## src/rtl/serial_ripple_subtractor_if.sv

```systemverilog
// serial_ripple_subtractor_if
//   Operand/result bundle for the bit-serial subtractor.
//   Handshake rule, both directions: a transfer happens on a rising clk edge
//   where valid and ready are both 1; the sender holds its payload stable
//   while valid is 1 and ready is 0.
//   Signals:
//     a, b, bi, in_vld : operand side, driven by the producer
//     in_rd            : subtractor can take an operand set
//     d, bo, out_vld   : result side, driven by the subtractor
//     out_rd           : consumer can take the result
//   Modports: master = producer/consumer side, slave = subtractor.
interface serial_ripple_subtractor_if #(
   parameter int DATA_WIDTH = 4
);
   logic [DATA_WIDTH-1:0] a;
   logic [DATA_WIDTH-1:0] b;
   logic                  bi;
   logic                  in_vld;
   logic                  in_rd;
   logic [DATA_WIDTH-1:0] d;
   logic                  bo;
   logic                  out_vld;
   logic                  out_rd;

   modport master (
      output a, b, bi, in_vld, out_rd,
      input  in_rd, d, bo, out_vld
   );

   modport slave (
      input  a, b, bi, in_vld, out_rd,
      output in_rd, d, bo, out_vld
   );
endinterface

```

## src/rtl/serial_ripple_subtractor.sv

```systemverilog
// serial_ripple_subtractor
//   Bit-serial ripple subtractor: one full-subtractor cell reused over
//   DATA_WIDTH cycles, LSB first, computing {bo, d} = a - b - bi.
//   Ports:
//     clk       : clock, rising edge
//     rst       : synchronous reset, active-high
//     bus       : operand/result handshakes (slave modport)
//     dbg_state : current FSM state (0 IDLE, 1 RUN, 2 DONE)
module serial_ripple_subtractor #(
   parameter int DATA_WIDTH = 4
) (
   input  logic                          clk,
   input  logic                          rst,
   serial_ripple_subtractor_if.slave     bus,
   output logic [1:0]                    dbg_state
);

   localparam int CNT_W = (DATA_WIDTH > 1) ? $clog2(DATA_WIDTH) : 1;
   localparam logic [CNT_W-1:0] LAST_BIT = CNT_W'(DATA_WIDTH - 1);

   typedef enum logic [1:0] {
      IDLE = 2'd0,
      RUN  = 2'd1,
      DONE = 2'd2
   } state_t;

   state_t                state;
   state_t                state_nxt;
   logic [DATA_WIDTH-1:0] sa;
   logic [DATA_WIDTH-1:0] sb;
   logic [DATA_WIDTH-1:0] d_reg;
   logic [DATA_WIDTH-1:0] d_shift;
   logic                  br;
   logic                  br_nxt;
   logic                  diff;
   logic [CNT_W-1:0]      cnt;

   // Full-subtractor cell on the current LSBs.
   assign diff   = sa[0] ^ sb[0] ^ br;
   assign br_nxt = (~sa[0] & sb[0]) | (~sa[0] & br) | (sb[0] & br);

   // New difference bit enters at the MSB; written this way so that
   // DATA_WIDTH = 1 needs no special slice.
   always_comb begin
      d_shift = d_reg >> 1;
      d_shift[DATA_WIDTH-1] = diff;
   end

   always_comb begin
      state_nxt = state;
      case (state)
         IDLE:    if (bus.in_vld) state_nxt = RUN;
         RUN:     if (cnt == LAST_BIT) state_nxt = DONE;
         DONE:    if (bus.out_rd) state_nxt = IDLE;
         default: state_nxt = IDLE;
      endcase
   end

   always_ff @(posedge clk) begin
      if (rst) begin
         state <= IDLE;
         sa    <= '0;
         sb    <= '0;
         d_reg <= '0;
         br    <= 1'b0;
         cnt   <= '0;
      end else begin
         state <= state_nxt;
         case (state)
            IDLE: begin
               if (bus.in_vld) begin
                  sa  <= bus.a;
                  sb  <= bus.b;
                  br  <= bus.bi;
                  cnt <= '0;
               end
            end
            RUN: begin
               d_reg <= d_shift;
               br    <= br_nxt;
               sa    <= sa >> 1;
               sb    <= sb >> 1;
               cnt   <= cnt + CNT_W'(1);
            end
            default: ;
         endcase
      end
   end

   // Handshake outputs decode the registered state only.
   assign bus.in_rd   = (state == IDLE);
   assign bus.out_vld = (state == DONE);
   assign bus.d       = d_reg;
   assign bus.bo      = br;
   assign dbg_state   = state;

endmodule

```

## src/flat_wrapper.sv

```systemverilog
// flat-port wrapper written by rule: the top's interface ports become plain ports
module serial_ripple_subtractor_flat 
#(
   parameter int DATA_WIDTH = 4
)
  (clk, rst, dbg_state, bus_a, bus_b, bus_bi, bus_in_vld, bus_out_rd, bus_in_rd, bus_d, bus_bo, bus_out_vld);
  serial_ripple_subtractor_if #(.DATA_WIDTH(DATA_WIDTH)) bus_i ();
  input  logic clk;
  input  logic rst;
  output logic [1:0] dbg_state;
  input wire logic [$bits(bus_i.a)-1:0] bus_a;
  input wire logic [$bits(bus_i.b)-1:0] bus_b;
  input wire logic [$bits(bus_i.bi)-1:0] bus_bi;
  input wire logic [$bits(bus_i.in_vld)-1:0] bus_in_vld;
  input wire logic [$bits(bus_i.out_rd)-1:0] bus_out_rd;
  output wire logic [$bits(bus_i.in_rd)-1:0] bus_in_rd;
  output wire logic [$bits(bus_i.d)-1:0] bus_d;
  output wire logic [$bits(bus_i.bo)-1:0] bus_bo;
  output wire logic [$bits(bus_i.out_vld)-1:0] bus_out_vld;
  assign bus_i.a = bus_a;
  assign bus_i.b = bus_b;
  assign bus_i.bi = bus_bi;
  assign bus_i.in_vld = bus_in_vld;
  assign bus_i.out_rd = bus_out_rd;
  assign bus_in_rd = bus_i.in_rd;
  assign bus_d = bus_i.d;
  assign bus_bo = bus_i.bo;
  assign bus_out_vld = bus_i.out_vld;
  serial_ripple_subtractor #(.DATA_WIDTH(DATA_WIDTH)) u_core (.clk(clk), .rst(rst), .bus(bus_i), .dbg_state(dbg_state));
endmodule
```

## config.mk

```make
export PLATFORM = sky130hd
export DESIGN_NAME = serial_ripple_subtractor_flat
export DESIGN_NICKNAME = d
export VERILOG_FILES = /design/src/rtl/serial_ripple_subtractor_if.sv /design/src/rtl/serial_ripple_subtractor.sv /design/src/flat_wrapper.sv
export SDC_FILE = /design/constraint.sdc
export NUM_CORES = 1
export LEC_CHECK = 0
export CAP_MARGIN = 5
export CORE_UTILIZATION = 45
export CTS_CLUSTER_DIAMETER = 40
export DETAILED_ROUTE_END_ITERATION = 10
export PLACE_DENSITY = 0.75
export SLEW_MARGIN = 20
export SYNTH_ARGS = -nofsm -noshare
export SYNTH_HDL_FRONTEND = slang
export SYNTH_SLANG_ARGS = --single-unit
```

## constraint.sdc

```tcl
create_clock -name clk -period 2.19 [get_ports clk]
set_input_delay 0.5475 -clock clk [delete_from_list [all_inputs] [get_ports clk]]
set_output_delay 0.5475 -clock clk [all_outputs]
set_load 0.05 [all_outputs]
```

==> flow_summary.ini <==
[logic_synthesis]
yosys_warnings = 0
synth_cells = 77
yosys_register_bits = 17
synth_top_area_share_pct = 40.4
syn-cell-area_um2 = 842
syn_avg_cell_area_um2 = 10.9
synth_top_area_cell = dfxtp_1
yosysUniqueCellTypes = 24
synth-seq-area-share_pct = 40.4
synth.area.top_cells = dfxtp_1 (40%), mux2i_1 (12%), a211oi_2 (8.9%)
synth_fp_nets = 92

[power_and_ir_drop]
p_leak_uw = 0.000410
p_sw_share_pct = 29.1
clockPowerShare_pct = 25.3
p_int_uw = 470
irDropWorstVdd_uv = 356
p_switching_uw = 193
seq_power_share_pct = 51.8
p_comb_share_pct = 22.9
power.density_nw_per_um2 = 626

[floorplan]
die_w_um = 45.3
die_h_um = 45.3
rows = 15
start_util_pct = 48.2
io_pins = 22
core-area_um2 = 1750
fp.dieArea_um2 = 2050

[sta]
finalMaxSlewViolations = 0
setup-violations-final = 0
rsz0062_at_grt = no
setup_ws_ns = 0.145
skew_ns = 0.00431
min_period_over_period_pct = 93.4
hold_viol = 0
setup_tns_ns = 0
fmax_ghz = 0.489
period_minus_slack_ns = 2.04
tightestPinTransition_ns = 0.499
slew_headroom_pct = 66.6

[global_route]
met2_usage_pct = 28.4
grt_pass1_vias = 598
grt_use_met3_pct = 3.60
antenna_found_initial = 0
grt_max_degree = 15
grt_pass1_wl_um = 2430
gr-total-overflow = 0
grt_usage_pct = 16.5
grt-busiest-layer = met2
grt_use_met1_pct = 19.6

[detailed_routing]
wl_per_cell_um = 11.8
route.detailed.drc = 0
dr_total_vias = 604
ant_nets = 0
drtIter0Drc = 4
via_per_inst = 4.95
routed_wl_um = 1440
dr.pass1.iters = 3

[finish]
area_delta_synth_final_pct = 25.9
fill_cells = 161
diodes = 0
regArea_um2 = 340
nets = 113
fin_area_um2 = 1060
drive_gt1_share_pct = 24.7
multi_input_area_um2 = 425
final_cells = 122

[clock_tree]
cts_tree = built
htree_levels = 1
cts_sinks = 17
clk_latency_ns = 0.28
postCtsSetupBuffers = 0
cts_resized = 0
ctsHoldBuffers = 0
clkTransAtPathRegs_ns = 0.10
cts-root-buf = clkbuf_4
cts_buffers = 3
cts_buffer_depth = 2

[worst_setup_path]
endpoint_kind = output pin
crit_type = reg -> out
cp.buffers_inverters = 1
cp-start-kind = flip-flop
crit_arrival_ns = 1.50
cp_max_fo = 3
path_cells = clkdlybuf4s50_1
crit_family = buffers and inverters
crit_slowest_cell = clkdlybuf4s50_1
critical_path_required_ns = 1.64
max_stage_delay_ns = 0.82

[outcome]
status = finished clean

[place]
place_ws_ns = 0.374
gp_congestion = 0.750
port_buffers = 21
placedInstanceArea_um2 = 1030
dp.final_hpwl_um = 1020
place_inst = 118

[flow_run]
cap_violations = 0

[hold_path]
min_path_type = reg -> reg
[cells in the mapped netlist]
cell       count
dfxtp_1       17
nor2_1        12
mux2i_1       10
a211oi_2       6
nor2_2         4
buf_6          3
a211oi_1       2
a21oi_1        2
a22oi_1        2
buf_2          2
inv_1          2
nand4bb_1      2
o21ai_0        2
and2b_2        1
buf_12         1
clkbuf_2       1
fa_1           1
ha_1           1
nor2b_4        1
nor3b_1        1
nor4_2         1
nor4b_1        1
o21ba_4        1
o21bai_1       1
[metrics by stage]
step / power, µW / utilization [%] / hold WS [ns]
2_1_floorplan: 461 / - / 0.454
3_3_place_gp: 500 / 59.1 / 0.470
3_5_place_dp: 503 / 59.1 / 0.472
4_1_cts: 673 / 60.7 / 0.488
5_1_grt: 697 / 60.7 / 0.512
6_report: 663 / 60.7 / 0.485
[metal layers]
layer	vias to the layer above	part of all wire, %
li1	312	-
met1	278	48
met2	12	46
met3	2	4.3
met4	0	0.83
met5	-	0
[cell families (layout without fill, tap and decap cells)]
group / Yosys count / in the layout / synth area share [%]
flip-flops: 17 / 17 / 40.4
AO/OA/AOI/OAI: 16 / 16 / 17.7
AND/OR/NAND/NOR: 23 / 23 / 17.1
buffers and inverters: 9 / 29 / 9.06
adder cells (fa/ha/maj): 2 / 2 / 3.86
multiplexers: 10 / 10 / 11.9
[layout by cell type, fill, tap and decap left out, drive strengths merged]
cell,n
clkdlybuf4s50,17
dfxtp,17
nor2,16
mux2i,10
a211oi,8
buf,6
clkbuf,3
inv,2
a22oi,2
nand4bb,2
o21ai,2
a21oi,2
and2b,1
o21ba,1
nor2b,1
o21bai,1
nor4b,1
nor3b,1
nor4,1
fa,1
ha,1
clkinv,1
[final cells by class]
| class | count | share of cell area, % |
|---|---|---|
| Tap cell | 25 | 2.95 |
| Clock buffer | 3 | 2.13 |
| Multi-Input combinational cell | 51 | 40.1 |
| Sequential cell | 17 | 32.1 |
| Timing Repair Buffer | 23 | 21.5 |
| Clock inverter | 1 | 0.472 |
| Inverter | 2 | 0.708 |
[power groups by stage]
| stage | Clock (µW) | Sequential (µW) | Combinational (µW) |
|---|---|---|---|
| floorplan | 0 | 369 | 91.9 |
| global placement | 0 | 350 | 150 |
| detailed placement | 0 | 351 | 152 |
| CTS | 176 | 344 | 153 |
| global route | 186 | 346 | 165 |
| finish | 168 | 344 | 152 |
[final timing paths]
| kind | from | endpoint | slack, ns | cells past startpoint |
|---|---|---|---|---|
| min reg2reg | u_core.sb[3] | u_core.sb[3] | 0.49 | 2 |
| max reg2reg | u_core.dbg_state[0] | u_core.bus.d[0] | 0.81 | 4 |
| min | u_core.sb[3] | u_core.sb[3] | 0.49 | 2 |
| max | u_core.bus.bo | bus_bo | 0.15 | 1 |
Power figures use the tool's default switching activity.
